`config.mk`:
```
export PLATFORM = sky130hd
export DESIGN_NAME = ex_div
export DESIGN_NICKNAME = d
export VERILOG_FILES = /design/src/rtl/ex_div.sv
export SDC_FILE = /design/constraint.sdc
export NUM_CORES = 1
export LEC_CHECK = 0
export ABC_AREA = 1
export CAP_MARGIN = 20
export CELL_PAD_IN_SITES_DETAIL_PLACEMENT = 0
export CELL_PAD_IN_SITES_GLOBAL_PLACEMENT = 1
export CORE_MARGIN = 10
export CORE_UTILIZATION = 42
export CTS_CLUSTER_SIZE = 40
export DETAILED_ROUTE_END_ITERATION = 10
export PLACE_DENSITY = 0.92
export SLEW_MARGIN = 20
export SYNTH_ARGS = -nofsm -noshare
export SYNTH_HDL_FRONTEND = slang
export SYNTH_SLANG_ARGS = --single-unit
```
`constraint.sdc`:
```
create_clock -name clk -period 4.65 [get_ports clk]
set_clock_uncertainty 0.15 [all_clocks]
set_input_delay 0.93 -clock clk [delete_from_list [all_inputs] [get_ports clk]]
set_output_delay 0.93 -clock clk [all_outputs]
set_load 0.05 [all_outputs]
```
`src/rtl/ex_div.sv`:
```
// Iterative radix-2 restoring divider for RV32M DIV/DIVU/REM/REMU in the execute stage.
// Stalls the pipeline while iterating and presents a one-cycle result strobe.
module ex_div #(
  parameter int CPU_WIDTH = 32,
  parameter int CNT_WIDTH = 5
) (
  input  logic                 clk,
  input  logic                 rst_n,
  input  logic                 start_i,
  input  logic [1:0]           op_i,
  input  logic [CPU_WIDTH-1:0] dividend_i,
  input  logic [CPU_WIDTH-1:0] divisor_i,
  input  logic [4:0]           reg_wr_adder_i,
  input  logic                 flush_i,
  output logic [CPU_WIDTH-1:0] result_o,
  output logic                 done_o,
  output logic                 busy_o,
  output logic                 stall_req_o,
  output logic [4:0]           reg_wr_adder_o
);

  typedef enum logic [1:0] {IDLE, CALC, DONE} state_e;

  localparam logic [1:0]           OP_DIV   = 2'b00;
  localparam logic [CNT_WIDTH-1:0] LAST_CNT = CNT_WIDTH'(CPU_WIDTH - 1);
  localparam logic [CPU_WIDTH-1:0] MIN_NEG  = {1'b1, {(CPU_WIDTH-1){1'b0}}};

  state_e               state_q, state_d;
  logic [CNT_WIDTH-1:0] cnt_q, cnt_d;
  logic [CPU_WIDTH-1:0] rem_q, rem_d;
  logic [CPU_WIDTH-1:0] quo_q, quo_d;
  logic [CPU_WIDTH-1:0] dvsr_q, dvsr_d;
  logic [CPU_WIDTH-1:0] result_q, result_d;
  logic [4:0]           rd_q, rd_d;
  logic                 op_rem_q, op_rem_d;
  logic                 neg_quo_q, neg_quo_d;
  logic                 neg_rem_q, neg_rem_d;

  logic                 dvd_neg, dvs_neg;
  logic [CPU_WIDTH-1:0] dvd_abs, dvs_abs;
  logic [CPU_WIDTH:0]   rem_sh;
  logic [CPU_WIDTH-1:0] rem_sub, rem_step, quo_step;
  logic                 trial_ok;

  // Operand magnitudes; unsigned ops (op_i[0]=1) pass raw values through.
  assign dvd_neg = ~op_i[0] & dividend_i[CPU_WIDTH-1];
  assign dvs_neg = ~op_i[0] & divisor_i[CPU_WIDTH-1];
  assign dvd_abs = dvd_neg ? -dividend_i : dividend_i;
  assign dvs_abs = dvs_neg ? -divisor_i : divisor_i;

  // One restoring step: the partial remainder needs one extra bit before the trial subtract.
  assign rem_sh   = {rem_q, quo_q[CPU_WIDTH-1]};
  assign trial_ok = rem_sh >= {1'b0, dvsr_q};
  assign rem_sub  = rem_sh[CPU_WIDTH-1:0] - dvsr_q;
  assign rem_step = trial_ok ? rem_sub : rem_sh[CPU_WIDTH-1:0];
  assign quo_step = {quo_q[CPU_WIDTH-2:0], trial_ok};

  always_comb begin
    // NOTE: every _d defaults to its _q first so no branch of the case below infers a latch.
    state_d   = state_q;
    cnt_d     = cnt_q;
    rem_d     = rem_q;
    quo_d     = quo_q;
    dvsr_d    = dvsr_q;
    result_d  = result_q;
    rd_d      = rd_q;
    op_rem_d  = op_rem_q;
    neg_quo_d = neg_quo_q;
    neg_rem_d = neg_rem_q;

    unique case (state_q)
      IDLE: begin
        if (start_i && !flush_i) begin
          op_rem_d  = op_i[1];
          rd_d      = reg_wr_adder_i;
          neg_quo_d = dvd_neg ^ dvs_neg;
          neg_rem_d = dvd_neg;
          rem_d     = '0;
          quo_d     = dvd_abs;
          dvsr_d    = dvs_abs;
          cnt_d     = '0;
          if (divisor_i == '0) begin
            state_d  = DONE;
            result_d = op_i[1] ? dividend_i : '1;
          end else if (op_i == OP_DIV && dividend_i == MIN_NEG && divisor_i == '1) begin
            state_d  = DONE;
            result_d = MIN_NEG;
          end else begin
            state_d = CALC;
          end
        end
      end
      CALC: begin
        rem_d = rem_step;
        quo_d = quo_step;
        cnt_d = cnt_q + 1'b1;
        if (cnt_q == LAST_CNT) begin
          state_d  = DONE;
          cnt_d    = '0;
          result_d = op_rem_q ? (neg_rem_q ? -rem_step : rem_step)
                              : (neg_quo_q ? -quo_step : quo_step);
        end
      end
      DONE:    state_d = IDLE;
      default: state_d = IDLE;
    endcase

    // A killed instruction must not disturb the visible result.
    if (flush_i) begin
      state_d  = IDLE;
      cnt_d    = '0;
      result_d = result_q;
    end
  end

  // NOTE: sequential state uses non-blocking assignments so every flop samples pre-edge values.
  always_ff @(posedge clk or negedge rst_n) begin
    if (!rst_n) begin
      state_q   <= IDLE;
      cnt_q     <= '0;
      rem_q     <= '0;
      quo_q     <= '0;
      dvsr_q    <= '0;
      result_q  <= '0;
      rd_q      <= '0;
      op_rem_q  <= 1'b0;
      neg_quo_q <= 1'b0;
      neg_rem_q <= 1'b0;
    end else begin
      state_q   <= state_d;
      cnt_q     <= cnt_d;
      rem_q     <= rem_d;
      quo_q     <= quo_d;
      dvsr_q    <= dvsr_d;
      result_q  <= result_d;
      rd_q      <= rd_d;
      op_rem_q  <= op_rem_d;
      neg_quo_q <= neg_quo_d;
      neg_rem_q <= neg_rem_d;
    end
  end

  assign stall_req_o    = (state_q == IDLE && start_i && !flush_i) || state_q == CALC;
  assign done_o         = state_q == DONE;
  assign busy_o         = state_q != IDLE;
  assign result_o       = result_q;
  assign reg_wr_adder_o = rd_q;

endmodule

```
==> run metrics <==
Num CTS Buffers=17; CTS max path bufs=2; initial antenna violation count=0; synthesized net count=2063; Seq/Total Area, Yosys=28.8%; Min Hold Slack=320 ps; layout cells sized above 1=6.82%; Sum Neg Setup Slack=0 ps; first-pass GRT wire length=72100 µm; # rows=62; # IOs=115; CP cell instances=inv_1 -> ha_1 -> nand2_1 -> nor2_1 -> nand2_1 -> inv_1 -> nand3_4 -> nand2_8 -> buf_4 -> nand2_1 -> o21ai_2 -> ha_1 -> nand2_2 -> nor2_2 -> nand2_2 -> nor2_4 -> nor3_1 -> o21ai_0 -> nand3_1 -> nand2_1; crit path kind=register to register; area of the die=36800 µm²; CTS tree=yes; die height=192 µm; CP top delay family=simple AND/OR/NAND/NOR gates; routability cong.=0.999; share of the synthesized area in the top cell type=28.8%; DP HPWL=34500 µm; Yosys top cell by area=dfrtp_1; Final Setup Violations=0; Ys Warns=0; Clock Latency Late Sink=450 ps; Cell Area, Synth=12400 µm²; Antenna Nets Post-Route=0; die width=192 µm; Synth cell types=54; total track usage=24.6%; f_max=238 MHz; initial drt markers=1328; Mapped Cells=1948; largest stage delay on the critical path=470 ps; Post-Route WL=45000 µm; vias in the first global route=13.0k; most frequent cells in the layout=568 x nand2_1, 232 x inv_1, 188 x nor2_1, 153 x o21ai_0, 144 x nand3_1; H-tree depth=4; Root Buffer=clkbuf_16; Hold Path Depth=2; vias=13.4k; DRC Markers=0; Hold Vio Cnt, Final=0; Slew Limit Fails=0; Port Buffers=114; Static Leak=6.98 nW; largest net degree at the start of global routing=104; vias per std cell=5.51; Mean Syn Cell Area=6.37 µm²; Initial Util=42.9%; PwrDens=892 nW/µm²; CTS sink cnt=143; Post-CTS Resized=0; ratio of final minimum period to clock period=90.5%; number of diodes=0; max cap viols=0; Layout fillers=2969; worst reg-to-reg path cell count=20; RSZ-0062 raised after global routing=false; Layout Nets=2157; WP buf/inv=3; CP Launch Type=register; length of the first detailed-routing pass in iterations=6; most frequent CP cell=nand2_1; slew margin rel.=25.1%; Crit. End Element=register; Critical Path RT=4880 ps; hold crit path type=register to register; Yosys reg bits=143; hold_buf cts=0; most common cell after layout, fill and taps aside=nand2_1; core area=28900 µm²; synth top area cells=dfrtp_1 29%, nand2_1 17%, inv_1 7.0%, o21ai_0 6.2%, nand3_1 5.8%; routed length per instance=18.5 µm; IR drop worst, VDD=0.419 mV; Worst Tran Pin Value=1120 ps; status=complete, no violations; CP Data Arrival Time=4440 ps; Crit-path slowest cell=o21ai_0; fin crit period=4210 ps; worst-path fanout max=24; Layout area overhead=17.0%; Levels on crit path=20; global route overflow=0; Reg clk slew, reported paths=60 ps
## report_power, final
group / switching (W) / internal (W) / total [W]
Clock: 0.000572 / 0.000777 / 0.00135
Combinational: 0.00643 / 0.00285 / 0.00928
Sequential: 0.000519 / 0.00181 / 0.00233
Total: 0.00752 / 0.00544 / 0.0130
## registers in the layout (all words and copies together), names as in the netlist
register        flops
cnt_q               5
neg_quo_q           1
reg_wr_adder_o      5
quo_q              32
neg_rem_q           1
result_o           32
state_q             2
dvsr_q             32
op_rem_q            1
rem_q              32
## final cells by class
class	instances	area [µm²]	area share [%]
clock buffer	18	429	2.95
clock inverter	11	121	0.836
inverter	243	915	6.30
multi-input combinational	1494	7630	52.5
sequential	143	3580	24.6
tap	384	480	3.31
timing repair buffer	143	1370	9.45
## per-stage QoR
step / utilization (%) / cell area [µm²] / worst slack [ps] / instances / power [W]
after floorplan: - / 12400 / 948 / 1948 / 0.00887
after global placement: 48.2 / 13900 / 357 / 2404 / 0.0114
after detailed placement: 48.2 / 13900 / 357 / 2404 / 0.0114
after CTS: 50.1 / 14500 / 452 / 2433 / 0.0128
after global routing: 50.2 / 14500 / 78.1 / 2436 / 0.0141
final: 50.2 / 14500 / 441 / 2436 / 0.0130
## final timing paths
| path | start | end | slack, ps |
|---|---|---|---|
| worst min-delay path | reg_wr_adder_o[1] | reg_wr_adder_o[1] | 320 |
| worst max-delay path | dvsr_q[25] | result_o[10] | 440 |
| min in group asynchronous | rst_n | dvsr_q[9] | 440 |
| max in group asynchronous | rst_n | result_o[23] | 3090 |
| worst min register to register | reg_wr_adder_o[1] | reg_wr_adder_o[1] | 320 |
| worst max register to register | dvsr_q[25] | result_o[10] | 440 |
## cells by family after synthesis
group                      synth area share (%)
and+or+nand+nor                            36.6
buffers and inverters                      9.89
DFF                                        28.8
xor gates and xnor gates                   4.73
AOI/OAI and AO/OA                          15.9
adders and majority gates                  4.09
## cells in the mapped netlist (all sizes together)
cell type / n
o21ai: 172
nand2: 593
clkinv: 3
ha: 39
o31ai: 3
a21oi: 95
nor2: 207
fa: 1
xnor2: 13
a22oi: 1
clkbuf: 53
nand3: 149
inv: 240
a32o: 3
dfrtp: 143
o22ai: 12
and3: 1
o221ai: 32
nor4: 9
a22o: 1
xor2: 54
o211ai: 6
nor3: 38
buf: 15
o311ai: 1
a31oi: 9
nand3b: 8
and2: 1
or2: 10
o21bai: 8
nand4: 28
## timing repair
item	in CTS	in global routing
endpoints found under the setup margin	0	2
hold endpoints to repair	0	0
setup buffers	0	3
## routing by layer
layer	GRT usage, %	share of wire (%)
met3	3.68	7.4
met1	33.9	45
met5	0	0
met2	38.8	45
met4	7.78	2.4
## worst reg2reg max path: cells and delay by family (launching register included)
family	cells	cell delay, ps
buffers and inverters	3	540
AOI/OAI and AO/OA	2	610
adders and majority gates	2	650
and+or+nand+nor	13	1880
DFF	1	340
(Power assumes the default switching activity.)
==> RTL change (same settings) <==
Encoding of `state_e`: now one-hot (3 bits for 3 states).
--- a/src/rtl/ex_div.sv
+++ b/src/rtl/ex_div.sv
@@ -19,7 +19,7 @@
   output logic [4:0]           reg_wr_adder_o
 );
 
-  typedef enum logic [1:0] {IDLE, CALC, DONE} state_e;
+  typedef enum logic [2:0] {IDLE = 3'b001, CALC = 3'b010, DONE = 3'b100} state_e;
 
   localparam logic [1:0]           OP_DIV   = 2'b00;
   localparam logic [CNT_WIDTH-1:0] LAST_CNT = CNT_WIDTH'(CPU_WIDTH - 1);
Behaviour: no difference found for any inputs over 4 cycles, from zero or initial values and one cycle with rst_n low; so few cycles prove little.
==> RTL change against the original RTL <==
Routed wire length is 0.52% lower. Cell count is 3.9% higher. Register-to-register slack improved by 0.09 ns. Sequential cell count rose by 1. Area after synthesis up 2.6%. Cell area grew 2.5%. Fmax up 1.6%. Global-route usage shrank 1.5 points. Setup slack improved by 0.065 ns. Die area rose by 2.4%.
Power is left out: the tool's default activity adds up to more than one toggle a clock period on the data nets, which glitch-free logic cannot reach.
==> RTL change: results <==
export IMPL_post_route_cell_area_um2=14880
export IMPL_seq_area_frac_synth=0.2829
export IMPL_crit_fanout=41
export IMPL_nClkBuffers=19
export IMPL_use_met3=0.04098
export IMPL_maxSlewHeadroom=0.3438
export IMPL_grt_pass1_wl_um=71170
export IMPL_use_met2=0.3685
export IMPL_place_gp_congestion=0.9504
export IMPL_multi_input_area_um2=7760
export IMPL_dp_cells=2498
export IMPL_slowest_stage="nor2_1"
export IMPL_wl_per_cell_um=17.68
export IMPL_wirelength_met1_um=20550
export IMPL_drive_above_1_share=0.07196
export IMPL_arrival_ns=4.36
export IMPL_seq_area_um2=3605
export IMPL_syn_avg_cell_area_um2=6.237
export IMPL_grtUsageTotal=0.2308
export IMPL_seq_cells=144
export IMPL_final_nets=2242
export IMPL_wl_met3_um=2730
export IMPL_met2WireLength_um=20410
export IMPL_grt_pass1_vias=12929
export IMPL_grtUsageMet1=0.3104
export IMPL_nonClkBufAreaFrac=0.09121
export IMPL_dpl_cell_area_um2=14290
export IMPL_clock_cell_area_share=0.04002
export IMPL_dp_hpwl_um=34580
export IMPL_status="completed"
export IMPL_multiInputCombCellCount=1539
export IMPL_pre_cts_ws_ns=0.2315
export IMPL_nFillCells=3161
export IMPL_slowest_delay_ns=0.45
export IMPL_dr_total_vias=13524
export IMPL_n_all_inverters=287
RTL change: tightest hold or removal path, stage by stage, from the launching register on:
cell	delay, ns
dfrtp_1	0.34
nand2_1	0.05
nand2_1	0.05
RTL change: final timing paths:
kind	endpoint	startpoint	slack, ns	cells past startpoint
setup / recovery	result_o[31]	dividend_i[0]	0.51	18
hold / removal	result_o[27]	result_o[27]	0.33	2
setup reg to reg	result_o[26]	rem_q[3]	0.53	27
hold reg to reg	result_o[27]	result_o[27]	0.33	2
max in group asynchronous	dvsr_q[17]	rst_n	3.09	2
min in group asynchronous	result_o[24]	rst_n	0.34	1
RTL change: kinds of logic after synthesis:
kind of cell             synth area share
XOR/XNOR                          0.04674
adder cells (fa/ha/maj)           0.03987
AO/OA/AOI/OAI                      0.1415
AND/OR/NAND/NOR                    0.3785
flip-flops                         0.2829
buffers and inverters              0.1105
